--- src/rtl/volume_meter_if.sv ---
// Sample-in / level-out bundle for the audio peak meter.
// Latency: n/a (wires only); the meter decides timing.
// Backpressure: none; samples are never stalled and there is no ready signal.
//
// Signals:
//   sample_valid  qualifies sample for one cycle
//   sample        signed 16-bit two's-complement audio sample
//   peak          unsigned absolute peak of the last completed window
//   level         4-bit volume level decoded from peak
//   level_valid   one-cycle pulse when level and peak update
//   busy          high while the divider is running
interface volume_meter_if;
    logic        sample_valid;
    logic [15:0] sample;
    logic [15:0] peak;
    logic [3:0]  level;
    logic        level_valid;
    logic        busy;

    // Sample source side (audio path / testbench).
    modport master (
        output sample_valid,
        output sample,
        input  peak,
        input  level,
        input  level_valid,
        input  busy
    );

    // Meter side.
    modport slave (
        input  sample_valid,
        input  sample,
        output peak,
        output level,
        output level_valid,
        output busy
    );
endinterface

--- src/rtl/volume_meter.sv ---
// Audio peak meter: per-window absolute peak, decoded to a 4-bit volume level.
// Latency: level_valid pulses q+1 cycles after the window's last sample edge (1..17).
// Backpressure: none; a new window accumulates while the previous one divides.
//
// Ports:
//   clk    rising-edge system clock
//   rst_n  synchronous active-low reset
//   vm     volume_meter_if.slave: sample_valid/sample in,
//          peak/level/level_valid/busy out
//
// The level is the inverse of amplitude = STEP * (level + 1):
//   q = floor(peak / STEP) capped at 16, level = 0 if q == 0 else q - 1.
// The division is repeated subtraction, one step per cycle.
module volume_meter #(
    parameter int WINDOW = 32,    // samples per window, 32..65535
    parameter int STEP   = 1400   // amplitude units per volume step, nonzero
) (
    input  logic          clk,
    input  logic          rst_n,
    volume_meter_if.slave vm
);

    localparam logic [15:0] WIN_LAST = 16'(WINDOW - 1);
    localparam logic [15:0] STEP_U   = 16'(STEP);
    localparam logic [4:0]  Q_MAX    = 5'd16;

    typedef enum logic {
        ACC = 1'b0,   // accumulating only, divider idle
        DIV = 1'b1    // dividing the last window's peak
    } state_t;

    state_t      state, state_nxt;

    // Window accumulator.
    logic [15:0] win_cnt, win_cnt_nxt;
    logic [15:0] acc_peak, acc_peak_nxt;

    // Divider: remainder, quotient and the peak being decoded.
    logic [15:0] r, r_nxt;
    logic [4:0]  q, q_nxt;
    logic [15:0] peak_hold, peak_hold_nxt;

    // Published outputs.
    logic [15:0] peak_q, peak_nxt;
    logic [3:0]  level_q, level_nxt;
    logic        level_valid_q, level_valid_nxt;

    logic [15:0] mag;
    logic [15:0] snap;
    logic        win_close;
    logic [3:0]  level_dec;
    logic        div_step;

    // Absolute value in 16 bits; -32768 has no positive twin so it saturates.
    always_comb begin
        mag = vm.sample;
        if (vm.sample == 16'h8000) begin
            mag = 16'h7FFF;
        end else if (vm.sample[15]) begin
            mag = (~vm.sample) + 16'd1;
        end
    end

    assign win_close = vm.sample_valid && (win_cnt == WIN_LAST);

    // The closing sample belongs to the closing window, so fold it in here.
    assign snap = (mag > acc_peak) ? mag : acc_peak;

    // Keep subtracting while another whole STEP fits; q stops at 16 because
    // every level from 16*STEP upward saturates to 15 anyway.
    assign div_step = (r >= STEP_U) && (q < Q_MAX);

    // q ranges 0..16, so q-1 already lands in 0..15 when q is nonzero.
    assign level_dec = (q == 5'd0) ? 4'd0 : 4'(q - 5'd1);

    // Next-state and datapath.
    always_comb begin
        state_nxt       = state;
        win_cnt_nxt     = win_cnt;
        acc_peak_nxt    = acc_peak;
        r_nxt           = r;
        q_nxt           = q;
        peak_hold_nxt   = peak_hold;
        peak_nxt        = peak_q;
        level_nxt       = level_q;
        level_valid_nxt = 1'b0;

        // The accumulator runs regardless of divider state.
        if (vm.sample_valid) begin
            if (win_close) begin
                win_cnt_nxt  = 16'd0;
                acc_peak_nxt = 16'd0;
            end else begin
                win_cnt_nxt  = win_cnt + 16'd1;
                acc_peak_nxt = snap;
            end
        end

        case (state)
            ACC: begin
                if (win_close) begin
                    state_nxt     = DIV;
                    r_nxt         = snap;
                    q_nxt         = 5'd0;
                    peak_hold_nxt = snap;
                end
            end
            DIV: begin
                if (div_step) begin
                    r_nxt = r - STEP_U;
                    q_nxt = q + 5'd1;
                end else begin
                    level_nxt       = level_dec;
                    peak_nxt        = peak_hold;
                    level_valid_nxt = 1'b1;
                    state_nxt       = ACC;
                end
            end
            default: begin
                state_nxt = ACC;
            end
        endcase
    end

    // State register; reset abandons any division without a pulse.
    always_ff @(posedge clk) begin
        if (!rst_n) begin
            state         <= ACC;
            win_cnt       <= 16'd0;
            acc_peak      <= 16'd0;
            r             <= 16'd0;
            q             <= 5'd0;
            peak_hold     <= 16'd0;
            peak_q        <= 16'd0;
            level_q       <= 4'd0;
            level_valid_q <= 1'b0;
        end else begin
            state         <= state_nxt;
            win_cnt       <= win_cnt_nxt;
            acc_peak      <= acc_peak_nxt;
            r             <= r_nxt;
            q             <= q_nxt;
            peak_hold     <= peak_hold_nxt;
            peak_q        <= peak_nxt;
            level_q       <= level_nxt;
            level_valid_q <= level_valid_nxt;
        end
    end

    assign vm.peak        = peak_q;
    assign vm.level       = level_q;
    assign vm.level_valid = level_valid_q;
    assign vm.busy        = (state == DIV);

    // A window is at least 32 samples and a division at most 17 cycles, so a
    // window can never close while the divider is still busy.
    a_no_close_in_div: assert property (
        @(posedge clk) disable iff (!rst_n) !((state == DIV) && win_close)
    );

endmodule
--- src/flat_wrapper.sv ---
// flat-port wrapper written by rule: the top's interface ports become plain ports
module volume_meter_flat 
#(
    parameter int WINDOW = 32,                                    
    parameter int STEP   = 1400                                              
)
  (clk, rst_n, vm_sample_valid, vm_sample, vm_peak, vm_level, vm_level_valid, vm_busy);
  volume_meter_if vm_i ();
  input  logic clk;
  input  logic rst_n;
  input wire logic [$bits(vm_i.sample_valid)-1:0] vm_sample_valid;
  input wire logic [$bits(vm_i.sample)-1:0] vm_sample;
  output wire logic [$bits(vm_i.peak)-1:0] vm_peak;
  output wire logic [$bits(vm_i.level)-1:0] vm_level;
  output wire logic [$bits(vm_i.level_valid)-1:0] vm_level_valid;
  output wire logic [$bits(vm_i.busy)-1:0] vm_busy;
  assign vm_i.sample_valid = vm_sample_valid;
  assign vm_i.sample = vm_sample;
  assign vm_peak = vm_i.peak;
  assign vm_level = vm_i.level;
  assign vm_level_valid = vm_i.level_valid;
  assign vm_busy = vm_i.busy;
  volume_meter #(.WINDOW(WINDOW), .STEP(STEP)) u_core (.clk(clk), .rst_n(rst_n), .vm(vm_i));
endmodule
--- config.mk ---
export PLATFORM = sky130hd
export DESIGN_NAME = volume_meter_flat
export DESIGN_NICKNAME = d
export VERILOG_FILES = /design/src/rtl/volume_meter_if.sv /design/src/rtl/volume_meter.sv /design/src/flat_wrapper.sv
export SDC_FILE = /design/constraint.sdc
export NUM_CORES = 1
export LEC_CHECK = 0
export ABC_AREA = 1
export CAP_MARGIN = 5
export CORE_MARGIN = 2
export CORE_UTILIZATION = 50
export CTS_CLUSTER_SIZE = 12
export DETAILED_ROUTE_END_ITERATION = 6
export PLACE_DENSITY = 0.7
export SLEW_MARGIN = 20
export SYNTH_ARGS = -nofsm -noshare
export SYNTH_HDL_FRONTEND = slang
export SYNTH_SLANG_ARGS = --single-unit
--- constraint.sdc ---
create_clock -name clk -period 3.5 [get_ports clk]
set_input_delay 0.7 -clock clk [delete_from_list [all_inputs] [get_ports clk]]
set_output_delay 0.7 -clock clk [all_outputs]
set_load 0.02 [all_outputs]
==> flow_metrics.py <==
metrics = {
    "status": {
        "status": "finished, final reports clean",
    },
    "hold_path": {
        "whs_path_depth": 2,
        "hold_path.class": "reg2reg",
        "worstHoldStart": "u_core.vm.peak[12]$_SDFFE_PN0P_",
        "min_to": "u_core.vm.peak[12]$_SDFFE_PN0P_",
    },
    "sta": {
        "slew_headroom_pct": 62.37,
        "final-hold-violation-count": 0,
        "fmax_mhz": 301.1,
        "maxSlewViolCount": 0,
        "min_period_ns": 3.321,
        "finalSetupViolCount": 0,
        "worst_pin_slew_ns": 0.5626,
        "finalCritPeriodShare_pct": 94.88,
        "setup_tns_ns": 0,
        "worst_clock_skew_ns": 0.01590,
    },
    "critical_path": {
        "crit_family": "simple AND/OR/NAND/NOR gates",
        "slowest_stage": "clkdlybuf4s50_1",
        "r2r_end": "u_core.r[5]$_SDFFE_PN0P_",
        "critical_path_class": "in2reg",
        "reg2reg_from": "u_core.acc_peak[10]$_SDFFE_PN0P_",
        "crit_arrival_ns": 3.62,
        "cp_data_required_time_ns": 3.80,
        "r2r_setup_slack_ns": 1.42,
        "critical_path.cell_chain": "clkdlybuf4s50_1, inv_1, ha_1, inv_1, nor2_2, nand3_2, nand2_1, o21ai_0, nand2_1, nand3_1, ha_1, nand4_1, nor3_2, buf_4, nand3_4, buf_6, nand4_1, nand3_1, a21oi_1",
        "worst-r2r-cell-count": 10,
        "slowest_delay_ns": 0.42,
        "path_buf_inv": 5,
        "crit_path_max_fanout": 6,
        "cp-start-kind": "primary input",
        "end_kind": "flop",
    },
    "layout": {
        "area_delta_synth_final_pct": 19.79,
        "diodes": 0,
        "layout.nets": 863,
        "finalInstanceArea_um2": 6112,
        "drive_above_1_share_pct": 12.70,
    },
    "routing": {
        "drtAntennaViolNets": 0,
        "drt_iter0_markers": 329,
        "dr_total_vias": 5084,
        "routedWlPerCell_um": 13.57,
        "routed_wl_mm": 13.03,
        "vias_per_cell": 5.296,
        "drc": 0,
        "dr.pass1.iters": 5,
    },
    "clock_network": {
        "cts_made_buffers": 9,
        "numClockSinks": 88,
        "clk-insertion-delay-late_ns": 0.36,
        "cts_tree": "done",
        "htreeDepth": 3,
        "cts-root-buf": "clkbuf_8",
        "ctsLongestPathBuffers": 2,
        "path_clk_slew_ns": 0.10,
    },
    "power_and_ir_drop": {
        "comb_power_share_pct": 24.1,
        "vdd_ir_drop_max_mv": 0.2248,
        "p_switching_mw": 0.7466,
        "p_seq_share_pct": 46.4,
        "power.density_nw_per_um2": 368.0,
        "power_mw": 2.250,
        "p_leak_nw": 2.704,
        "p_clk_share_pct": 29.5,
        "p_int_mw": 1.503,
        "p_sw_share_pct": 33.19,
    },
    "die": {
        "coreArea_um2": 9819,
        "io_pins": 41,
        "dieArea_um2": 11030,
        "dieHeight_um": 105.0,
        "start_util_pct": 51.96,
        "core.rowCount": 36,
        "die_w_um": 105.0,
    },
    "global_routing": {
        "grt_remaining_overflow": 0,
        "grt_max_degree": 31,
        "grt_first_pass_wirelength_mm": 21.39,
        "first_global_vias": 4702,
        "antenna_found_initial": 0,
        "grt.total_usage_pct": 23.50,
    },
    "placed_design": {
        "hpwl_mm": 9.745,
        "io_buffer_count": 40,
        "placed_cell_area_um2": 5812,
        "gp_congestion": 0.8921,
    },
    "logic_synthesis": {
        "synthCells": 758,
        "synth-compound-area-share_pct": 15.20,
        "syn_avg_cell_area_um2": 6.731,
        "ys_types": 41,
        "yosys_warnings": 0,
        "synth-xor-area-share_pct": 2.060,
        "async_flop_share_pct": 0,
        "synth_edf_count": 0,
        "synthMuxAreaShare_pct": 0,
        "synth_top_family_by_area": "simple AND/OR/NAND/NOR gates",
        "synth-seq-area-share_pct": 34.53,
        "synthFlopType": "dfxtp_1",
        "ys_ff_latch": 88,
        "yosys.area_share.adder_pct": 5.395,
        "syn_area_um2": 5102,
        "yosys.area_share.simple_pct": 32.91,
        "synth_nets": 799,
    },
    "run": {
        "max-cap-violations": 0,
    },
}
## tightest hold or removal path, delay by kind of cell (launching register included)
| kind | cells | cell delay, ns |
|---|---|---|
| compound gates | 1 | 0.05 |
| flops | 1 | 0.32 |
| simple gates | 1 | 0.06 |
## layer usage
layer | global-route usage [%] | wire length (µm) | up-vias
li1 | - | - | 2590
met1 | 31.68 | 6101 | 2355
met2 | 39.24 | 6175 | 129
met3 | 3.431 | 619 | 10
met4 | 6.286 | 130 | 0
met5 | 0 | 0 | -
## layout by cell type (no fill, tap or decap), types with 3 or more instances in the layout
master             n
o21ai_1            3
nand3b_1           3
nor3_1            13
nor2_2             9
buf_4             36
a21oi_1           81
inv_1             85
clkinvlp_4         3
o21a_1             6
a21o_1             3
clkdlybuf4s50_1   40
inv_2              7
nand3_1           71
ha_1              22
dfxtp_1           88
nand2_4            3
nor2_1            47
nand2_2           10
o21bai_1           6
clkbuf_8           9
nor2_4             3
nand2_1          189
o21ai_0           36
nand4_1            9
xor2_1            12
## repair_timing
item / 4_1_cts / 5_1_grt
hold buffers: 0 / 0
buffers inserted: 0 / 2
resized for setup: 0 / 20
setup endpoints to repair: 0 / 45
## through the flow
step | setup WS (ns) | hold WS, ns | std cells | util, %
after floorplan | 0.5041 | 0.4437 | 758 | -
after global placement | -0.2133 | 0.4501 | 941 | 59.19
after detailed placement | -0.2628 | 0.4560 | 941 | 59.19
after CTS | 0.09831 | 0.4696 | 957 | 61.09
after global routing | -0.005540 | 0.4912 | 960 | 62.25
final | 0.1791 | 0.4660 | 960 | 62.25
## final cells by class
class / count / area (µm²)
Clock inverter: 7 / 62.56
Clock buffer: 9 / 123.9
Multi-Input combinational cell: 549 / 2913
Sequential cell: 88 / 1762
Fill cell: 956 / 3707
Tap cell: 133 / 166.4
Inverter: 95 / 362.8
Timing Repair Buffer: 79 / 721.9
## logic make-up (layout without fill, tap and decap cells)
kind of cell             after synthesis  in the layout
AO/OA/AOI/OAI                        143            143
XOR/XNOR                              12             12
adder cells (fa/ha/maj)               22             22
buffers and inverters                122            190
flip-flops                            88             88
AND/OR/NAND/NOR                      371            372
## how the worst max path moves through the flow
| stage | from | slack, ns | cells after the start | end |
|---|---|---|---|---|
| 4_1_cts | vm_sample[0] | 0.1 | 22 | u_core.acc_peak[4]$_SDFFE_PN0P_ |
| 6_report | vm_sample[1] | 0.18 | 19 | u_core.r[5]$_SDFFE_PN0P_ |
| 2_1_floorplan | vm_sample[0] | 0.50 | 22 | u_core.peak_hold[14]$_SDFFE_PN0P_ |
| 5_1_grt | vm_sample[1] | -0.006 | 21 | u_core.peak_hold[9]$_SDFFE_PN0P_ |
| 3_3_place_gp | vm_sample[0] | -0.21 | 22 | u_core.peak_hold[4]$_SDFFE_PN0P_ |
| 3_5_place_dp | vm_sample[0] | -0.26 | 22 | u_core.peak_hold[4]$_SDFFE_PN0P_ |
## power groups by stage
| stage | Clock, mW | Sequential [mW] | Combinational [mW] |
|---|---|---|---|
| 3_5_place_dp | 0 | 1.07 | 0.478 |
| 6_report | 0.664 | 1.04 | 0.543 |
| 4_1_cts | 0.681 | 1.04 | 0.481 |
| 2_1_floorplan | 0 | 1.06 | 0.315 |
| 3_3_place_gp | 0 | 1.06 | 0.470 |
| 5_1_grt | 0.720 | 1.05 | 0.602 |
## cells in the mapped netlist (2+ instances only)
cell type | n | area share, %
nand2_1 | 194 | 14
dfxtp_1 | 88 | 35
inv_1 | 85 | 6.3
a21oi_1 | 83 | 8.1
nand3_1 | 72 | 7.1
nor2_1 | 50 | 3.7
o21ai_0 | 37 | 3.6
ha_1 | 22 | 5.4
nor3_1 | 13 | 1.3
clkbuf_1 | 12 | 0.88
xor2_1 | 12 | 2.1
nand4_1 | 9 | 1.1
inv_2 | 8 | 0.59
buf_2 | 7 | 0.69
nor2_2 | 7 | 0.86
nand2_2 | 6 | 0.74
o21a_1 | 6 | 0.88
o21bai_1 | 6 | 0.88
buf_4 | 4 | 0.59
a21o_1 | 3 | 0.44
buf_6 | 3 | 0.66
nand3b_1 | 3 | 0.44
nand2_4 | 2 | 0.44
nand3_2 | 2 | 0.39
nor2_4 | 2 | 0.44
nor3_2 | 2 | 0.39
nor3_4 | 2 | 0.64
nor4_1 | 2 | 0.25
o21ai_1 | 2 | 0.20
o21ai_2 | 2 | 0.34
or2_2 | 2 | 0.25
## registers in the layout, indices dropped and copies added (netlist names)
signal / flops
u_core.peak_hold: 16
u_core.win_cnt: 16
u_core.q: 5
u_core.acc_peak: 16
u_core.vm.busy: 1
u_core.vm.level_valid: 1
u_core.vm.peak: 16
u_core.r: 13
u_core.vm.level: 4
No activity file was read; power rests on OpenSTA's default activity.
